## config.mk

```make
export PLATFORM = sky130hd
export DESIGN_NAME = seg_scan_ctrl
export DESIGN_NICKNAME = d
export VERILOG_FILES = /design/src/rtl/seg_scan_ctrl.sv
export SDC_FILE = /design/constraint.sdc
export NUM_CORES = 1
export LEC_CHECK = 0
export CAP_MARGIN = 10
export CORE_MARGIN = 3
export CORE_UTILIZATION = 40
export CTS_BUF_LIST = sky130_fd_sc_hd__clkbuf_2 sky130_fd_sc_hd__clkbuf_4 sky130_fd_sc_hd__clkbuf_8
export DETAILED_ROUTE_END_ITERATION = 7
export PLACE_DENSITY_LB_ADDON = 0.1
export SLEW_MARGIN = 30
export SYNTH_ARGS = -nofsm -noshare
export SYNTH_HDL_FRONTEND = slang
export SYNTH_SLANG_ARGS = --single-unit
```

## constraint.sdc

```tcl
create_clock -name clk -period 2.9 [get_ports clk]
set_input_delay 0.725 -clock clk [delete_from_list [all_inputs] [get_ports clk]]
set_output_delay 0.725 -clock clk [all_outputs]
set_load 0.02 [all_outputs]
```

## src/rtl/seg_scan_ctrl.sv

```systemverilog
`default_nettype none
// ============================================================================
//  Module      : seg_scan_ctrl
//  Description : Digit-scan controller for a multiplexed hex 7-segment
//                display. Divides clk into per-digit slots, cycles the digit
//                index, and applies new display values only at frame
//                boundaries through a one-entry pending buffer fed by a
//                valid/ready handshake.
//  Revision    : 1.0 - initial release
// ============================================================================
module seg_scan_ctrl #(
   parameter int CLK_DIV    = 50000,  // clocks per digit slot (>= 2)
   parameter int NUM_DIGITS = 6,      // digits per frame (2..8)
   parameter int DIV_W      = 16      // divider width, 2**DIV_W >= CLK_DIV
) (
   input  logic        clk,
   input  logic        rst_n,
   input  logic        en,
   input  logic [23:0] din,
   input  logic        din_valid,
   output logic        din_ready,
   output logic [23:0] disp_num,
   output logic [2:0]  Scanning,
   output logic        frame_start,
   output logic        blank
);

   // Terminal values for the slot divider and the digit index.
   localparam logic [DIV_W-1:0] C_DIV_LAST   = DIV_W'(CLK_DIV - 1);
   localparam logic [2:0]       C_DIGIT_LAST = 3'(NUM_DIGITS - 1);

   typedef enum logic [0:0] {
      ST_IDLE = 1'b0,
      ST_RUN  = 1'b1
   } state_t;

   state_t            state_q,       state_d;
   logic [DIV_W-1:0]  div_q,         div_d;
   logic [2:0]        scan_q,        scan_d;
   logic [23:0]       disp_q,        disp_d;
   logic [23:0]       pend_q,        pend_d;
   logic              pend_full_q,   pend_full_d;
   logic              frame_start_q, frame_start_d;
   logic              blank_q,       blank_d;

   logic              w_tick;        // last clock of the current digit slot
   logic              w_frame_wrap;  // last clock of the last digit slot
   logic              w_apply_now;   // this edge starts a new frame
   logic              w_accept;      // handshake transfer on this edge

   // Frame-boundary detection and handshake qualification.
   always_comb begin
      w_tick       = (state_q == ST_RUN) && (div_q == C_DIV_LAST);
      w_frame_wrap = w_tick && (scan_q == C_DIGIT_LAST);
      // A disable always wins, so neither entry nor wrap counts without en.
      w_apply_now  = en && ((state_q == ST_IDLE) || w_frame_wrap);
      // The pending slot frees up on an apply edge, so a new word may enter
      // on the very same edge the old one moves to the display.
      din_ready    = !pend_full_q || w_apply_now;
      w_accept     = din_valid && din_ready;
   end

   // Next-state logic for the scan FSM, divider and digit index.
   always_comb begin
      state_d       = state_q;
      div_d         = '0;
      scan_d        = '0;
      frame_start_d = 1'b0;
      blank_d       = 1'b1;

      case (state_q)
         ST_IDLE: begin
            if (en) begin
               state_d       = ST_RUN;
               frame_start_d = 1'b1;
               blank_d       = 1'b0;
            end
         end
         ST_RUN: begin
            if (!en) begin
               // Drop out mid-frame: return to digit 0 and go dark quietly.
               state_d = ST_IDLE;
            end else begin
               blank_d = 1'b0;
               if (w_tick) begin
                  div_d = '0;
                  if (w_frame_wrap) begin
                     scan_d        = '0;
                     frame_start_d = 1'b1;
                  end else begin
                     scan_d = scan_q + 3'd1;
                  end
               end else begin
                  div_d  = div_q + DIV_W'(1);
                  scan_d = scan_q;
               end
            end
         end
         default: begin
            state_d = ST_IDLE;
         end
      endcase
   end

   // Pending buffer and display register: apply first, then accept, so a
   // simultaneous accept displays the old pending word and keeps the new one.
   always_comb begin
      disp_d      = disp_q;
      pend_d      = pend_q;
      pend_full_d = pend_full_q;

      if (w_apply_now && pend_full_q) begin
         disp_d      = pend_q;
         pend_full_d = 1'b0;
      end

      if (w_accept) begin
         pend_d      = din;
         pend_full_d = 1'b1;
      end
   end

   // State register; reset discards any pending word immediately.
   always_ff @(posedge clk or negedge rst_n) begin
      if (!rst_n) begin
         state_q       <= ST_IDLE;
         div_q         <= '0;
         scan_q        <= '0;
         disp_q        <= '0;
         pend_q        <= '0;
         pend_full_q   <= 1'b0;
         frame_start_q <= 1'b0;
         blank_q       <= 1'b1;
      end else begin
         state_q       <= state_d;
         div_q         <= div_d;
         scan_q        <= scan_d;
         disp_q        <= disp_d;
         pend_q        <= pend_d;
         pend_full_q   <= pend_full_d;
         frame_start_q <= frame_start_d;
         blank_q       <= blank_d;
      end
   end

   assign disp_num    = disp_q;
   assign Scanning    = scan_q;
   assign frame_start = frame_start_q;
   assign blank       = blank_q;

endmodule
`default_nettype wire
```

# ---- Word level (Yosys, flattened, before mapping)
# Cells that the tools add are included.
dict set report word_totals {
  inputBits 28
  word_cells 38
  out_inout_bits 30
  regBits 71
}
dict set report op_classes {
  mux 15
  n_addsub 2
  reduce_logical 9
  bitwise 1
  n_eq_ne 3
}
# operator n
set op_table {}
lappend op_table {{$mux W16} 3}
lappend op_table {{$add A16 B1 Y16 const B} 1}
lappend op_table {{$eq A16 B16 Y1 const B} 1}
lappend op_table {{$mux W3} 4}
lappend op_table {{$mux W1} 7}
lappend op_table {{$logic_and A1 B1 Y1} 5}
lappend op_table {{$add A3 B1 Y3 const B} 1}
lappend op_table {{$eq A3 B3 Y1 const B} 1}
lappend op_table {{$ne A3 B2 Y1 const B} 1}
lappend op_table {{$logic_or A1 B1 Y1} 2}
lappend op_table {{$pmux W1 S2} 1}
lappend op_table {{$reduce_bool A2 Y1} 1}
lappend op_table {{$logic_not A1 Y1} 1}
lappend op_table {{$not A1 Y1} 1}

# ---- Longest topological paths before layout
dict set report logic_depth {
  depth_word 8
  depth_mapped 7
  mapped_depth_nobuf 5
}

# ---- Least setup slack after synthesis
# No wires, ideal clock.
dict set report synth_timing {
  path_type {flip-flop to output port}
  from {register div_q[0]}
  to {output din_ready}
  path_slack_ps 362
  t_required_ps 2175
  n_path_buf 1
  arrival_time_ps 1813
  stages_incl_launch_ff 7
  path_cell_list {dfrtp_1 -> ha_1 -> nand3_2 -> or4b_1 -> buf_2 -> nor3_1 -> or2_2}
}
dict set report synth_via {
  elab_chain_cells 6
}
# element line
set synth_rtl {}
lappend synth_rtl {{start: declaration} 38} ;# logic [DIV_W-1:0] div_q, div_d;
lappend synth_rtl {{start signal: assignment} 136} ;# div_q <= div_d;
lappend synth_rtl {{$eq A16 B16 Y1} 53} ;# w_tick = (state_q == ST_RUN) && (div_q == C_DIV_LAST);
lappend synth_rtl {{$logic_and A1 B1 Y1} 53}
lappend synth_rtl {{$logic_and A1 B1 Y1} 54} ;# w_frame_wrap = w_tick && (scan_q == C_DIGIT_LAST);
lappend synth_rtl {{$logic_or A1 B1 Y1} 56} ;# w_apply_now = en && ((state_q == ST_IDLE) || w_frame_wrap);
lappend synth_rtl {{$logic_and A1 B1 Y1} 56}
lappend synth_rtl {{$logic_or A1 B1 Y1} 59} ;# din_ready = !pend_full_q || w_apply_now;
lappend synth_rtl {{end: declaration} 21} ;# output logic din_ready,
# No other way between the ends.

# ---- Worst setup path in the final report
dict set report layout_timing {
  from {register div_q[1]}
  to {output din_ready}
}
# The elaborated chain is that of the path after synthesis.

==> impl_metrics.yaml <==
run_status:
  outcome: "completed"
synthesis:
  synth_top_family_by_area: "multiplexers"
  synth_xor_area_share_pct: 4.13
  netlist_instances: 220
  synth_nets: 251
  syn_area_mm2: 0.00297
  ys_types: 33
  synth_compound_area_share_pct: 3.29
  synth-seq-cells: 71
  synth_seq_area_share_pct: 59.9
  synth_mux_area_share_pct: 18.2
  yosys.area_share.simple_pct: 11.0
  avgSynthCellArea_um2: 13.5
  ys_warn_count: 0
  synth_fa_ha_area_share_pct: 1.26
critical_path:
  worstReg2RegEnd: "disp_num[22]$_DFFE_PN0P_"
  cp_max_fo: 2
  worstPathRequired_ns: 2.17
  worst-setup-path-type: "flop to primary output"
  critical_path.startpoint_type: "flop"
  arrival_ns: 2.03
  reg2reg_depth: 7
  regToRegSetupSlack_ns: 0.55
  r2r_start: "div_q[1]$_DFF_PN0_"
  worstSetupEndpointType: "primary output"
worst_hold_path:
  worstHoldPathType: "primary input to asynchronous set/reset pin"
route:
  topRoutingLayerUsed: "met4"
  dr_wl_met2_mm: 2.67
  detail_route.iter0.violations: 29
  ant_nets: 0
  dr.pass1.iters: 4
  viasPerCell: 4.82
  drc_errors: 0
  vias: 1917
  routed_wl_mm: 5.67
  dr_wl_met3_um: 243
  wl_met1_mm: 2.67
  drt-wirelength-per-cell_um: 14.2
finish:
  final_cell_mix: "dfrtp_1 (70), clkdlybuf4s50_1 (55), mux2_2 (48)"
  final_common_cell: "dfrtp_1"
  drive_gt1_share_pct: 30.8
  area_growth_pct: 35.1
  nets: 329
  final_area_mm2: 0.00401
  fin_cells: 398
  antenna_cells: 0
  utilization_pct: 57.5
clock_network:
  clock_latency_ns: 0.33
  cts_sinks: 71
  cts_buffers: 9
  clockBufferDepth: 2
  tritoncts: "built"
  h-tree-depth: 3
  root_buffer: "clkbuf_8"
  clkTransAtPathRegs_ns: 0.07
global_routing:
  grt_overflow: 0
  grt_use_total_pct: 14.6
  grt_pass1_vias: 2050
  antenna_found_initial: 0
  grt_max_degree: 33
  grt_pass1_wl_mm: 9.88
floorplan:
  fp.coreArea_mm2: 0.00698
  die_y_um: 92.2
  io_pins: 58
  rows: 30
  initial_core_util_pct: 42.5
  dieArea_mm2: 0.00850
  die_x_um: 92.2
power:
  ir_drop_mv: 0.303
  power_mw: 2.79
  power_leakage_nw: 1.65
  power-per-cell-area_mw_per_mm2: 694
flow_run:
  drv_cap: 0
place:
  post_dp_cell_area_mm2: 0.00378
  pre_cts_slack_ns: -0.178
  dpl.hpwl_mm: 4.07
  routabilityCongestion: 0.840
  io_buffers: 57
  placed_cells: 383
timing:
  fin_crit_ns: 2.75
  period_share_pct: 95.0
  hold_violations: 0
  final_max_slew_viol_count: 0
  relSlewSlack_pct: 57.2
  setup-violations-final: 0
  fmax_mhz: 363
  setup-tns-final_ns: 0
  whs_ns: 0.413
  max_slew.worst_pin.slew_ns: 0.642
  skew_ns: 0.00789
  worst_slack_ns: 0.146
  rsz0062_at_grt: "false"
-- logic make-up (layout without fill, tap and decap cells) --
| group | count (synthesis) | in the layout |
|---|---|---|
| buffers and inverters | 13 | 95 |
| AO/OA/AOI/OAI | 13 | 13 |
| flip-flops | 71 | 71 |
| AND/OR/NAND/NOR | 58 | 58 |
| adder cells (fa/ha/maj) | 3 | 3 |
| multiplexers | 48 | 48 |
| XOR/XNOR | 14 | 14 |
-- registers in the layout, indices dropped and copies added, names as in the netlist --
| signal | cells |
|---|---|
| pend_q | 24 |
| frame_start | 1 |
| blank | 1 |
| pend_full_q | 1 |
| disp_num | 24 |
| Scanning | 3 |
| div_q | 16 |
| state_q | 1 |
-- area by class of cell --
cell class / instances / area (um2)
Clock buffer: 10 / 138
Fill cell: 611 / 2970
Timing Repair Buffer: 74 / 732
Multi-Input combinational cell: 136 / 1140
Clock inverter: 5 / 82.6
Inverter: 6 / 22.5
Sequential cell: 71 / 1780
Tap cell: 96 / 120
-- where the power goes --
group,internal [mW],switching (mW),leakage (nW)
clock network,0.505,0.358,0.112
registers,1.17,0.0847,0.874
logic,0.380,0.286,0.665
total,2.06,0.728,1.65
-- worst max-delay path: stages, from the launching register on --
cell and delay, ns:
dfrtp_1 0.36, ha_1 0.19, nand3_2 0.10, or4b_4 0.54
nor3_2 0.14, or2_2 0.13, clkdlybuf4s15_2 0.25
-- metal layers --
| metal | vias up | global-route usage, % |
|---|---|---|
| met5 | - | 0 |
| met4 | 0 | 6.31 |
| met3 | 8 | 3.77 |
| met2 | 39 | 22.6 |
| met1 | 930 | 19.5 |
| li1 | 940 | - |
-- cell usage after synthesis --
library cell	n	area, um2
a21oi_1	5	25.0
ha_1	3	37.5
nor4b_1	1	8.76
buf_2	3	15.0
nor3_1	7	35.0
and4_2	1	10.0
nand2_1	5	18.8
clkbuf_1	2	7.51
or2_2	1	6.26
xor2_1	5	43.8
a21o_1	1	7.51
dfstp_2	1	26.3
nand3_1	8	40.0
nor4_1	3	18.8
o32ai_4	1	27.5
and3_2	1	7.51
buf_6	2	22.5
inv_1	6	22.5
xnor2_1	9	78.8
mux2_2	48	541
or4b_1	1	10.0
a32oi_1	1	8.76
o21bai_1	1	7.51
nor4bb_1	1	10.0
and4_1	2	17.5
nor4b_2	1	15.0
a31oi_1	1	6.26
dfrtp_1	70	1750
o21ai_0	3	15.0
nand4_1	8	50.1
nor2_1	16	60.1
or2b_2	1	8.76
nand3_2	1	10.0
-- worst max path at each step --
stage / from / endpoint / slack (ns) / cells after the start
floorplan: div_q[0]$_DFF_PN0_ / din_ready / 0.36 / 6
global placement: en / din_ready / -0.15 / 5
detailed placement: en / din_ready / -0.18 / 5
CTS: div_q[1]$_DFF_PN0_ / din_ready / 0.006 / 6
global route: div_q[5]$_DFF_PN0_ / din_ready / 0.03 / 5
finish: div_q[1]$_DFF_PN0_ / din_ready / 0.15 / 6
-- repair_timing --
item,in CTS,in global routing
buffers inserted,0,0
gates resized for setup,4,1
setup endpoints to repair,1,1
pin swaps,0,1
hold buffers,0,0
gates cloned,0,0
No activity file was read; power rests on OpenSTA's default activity.
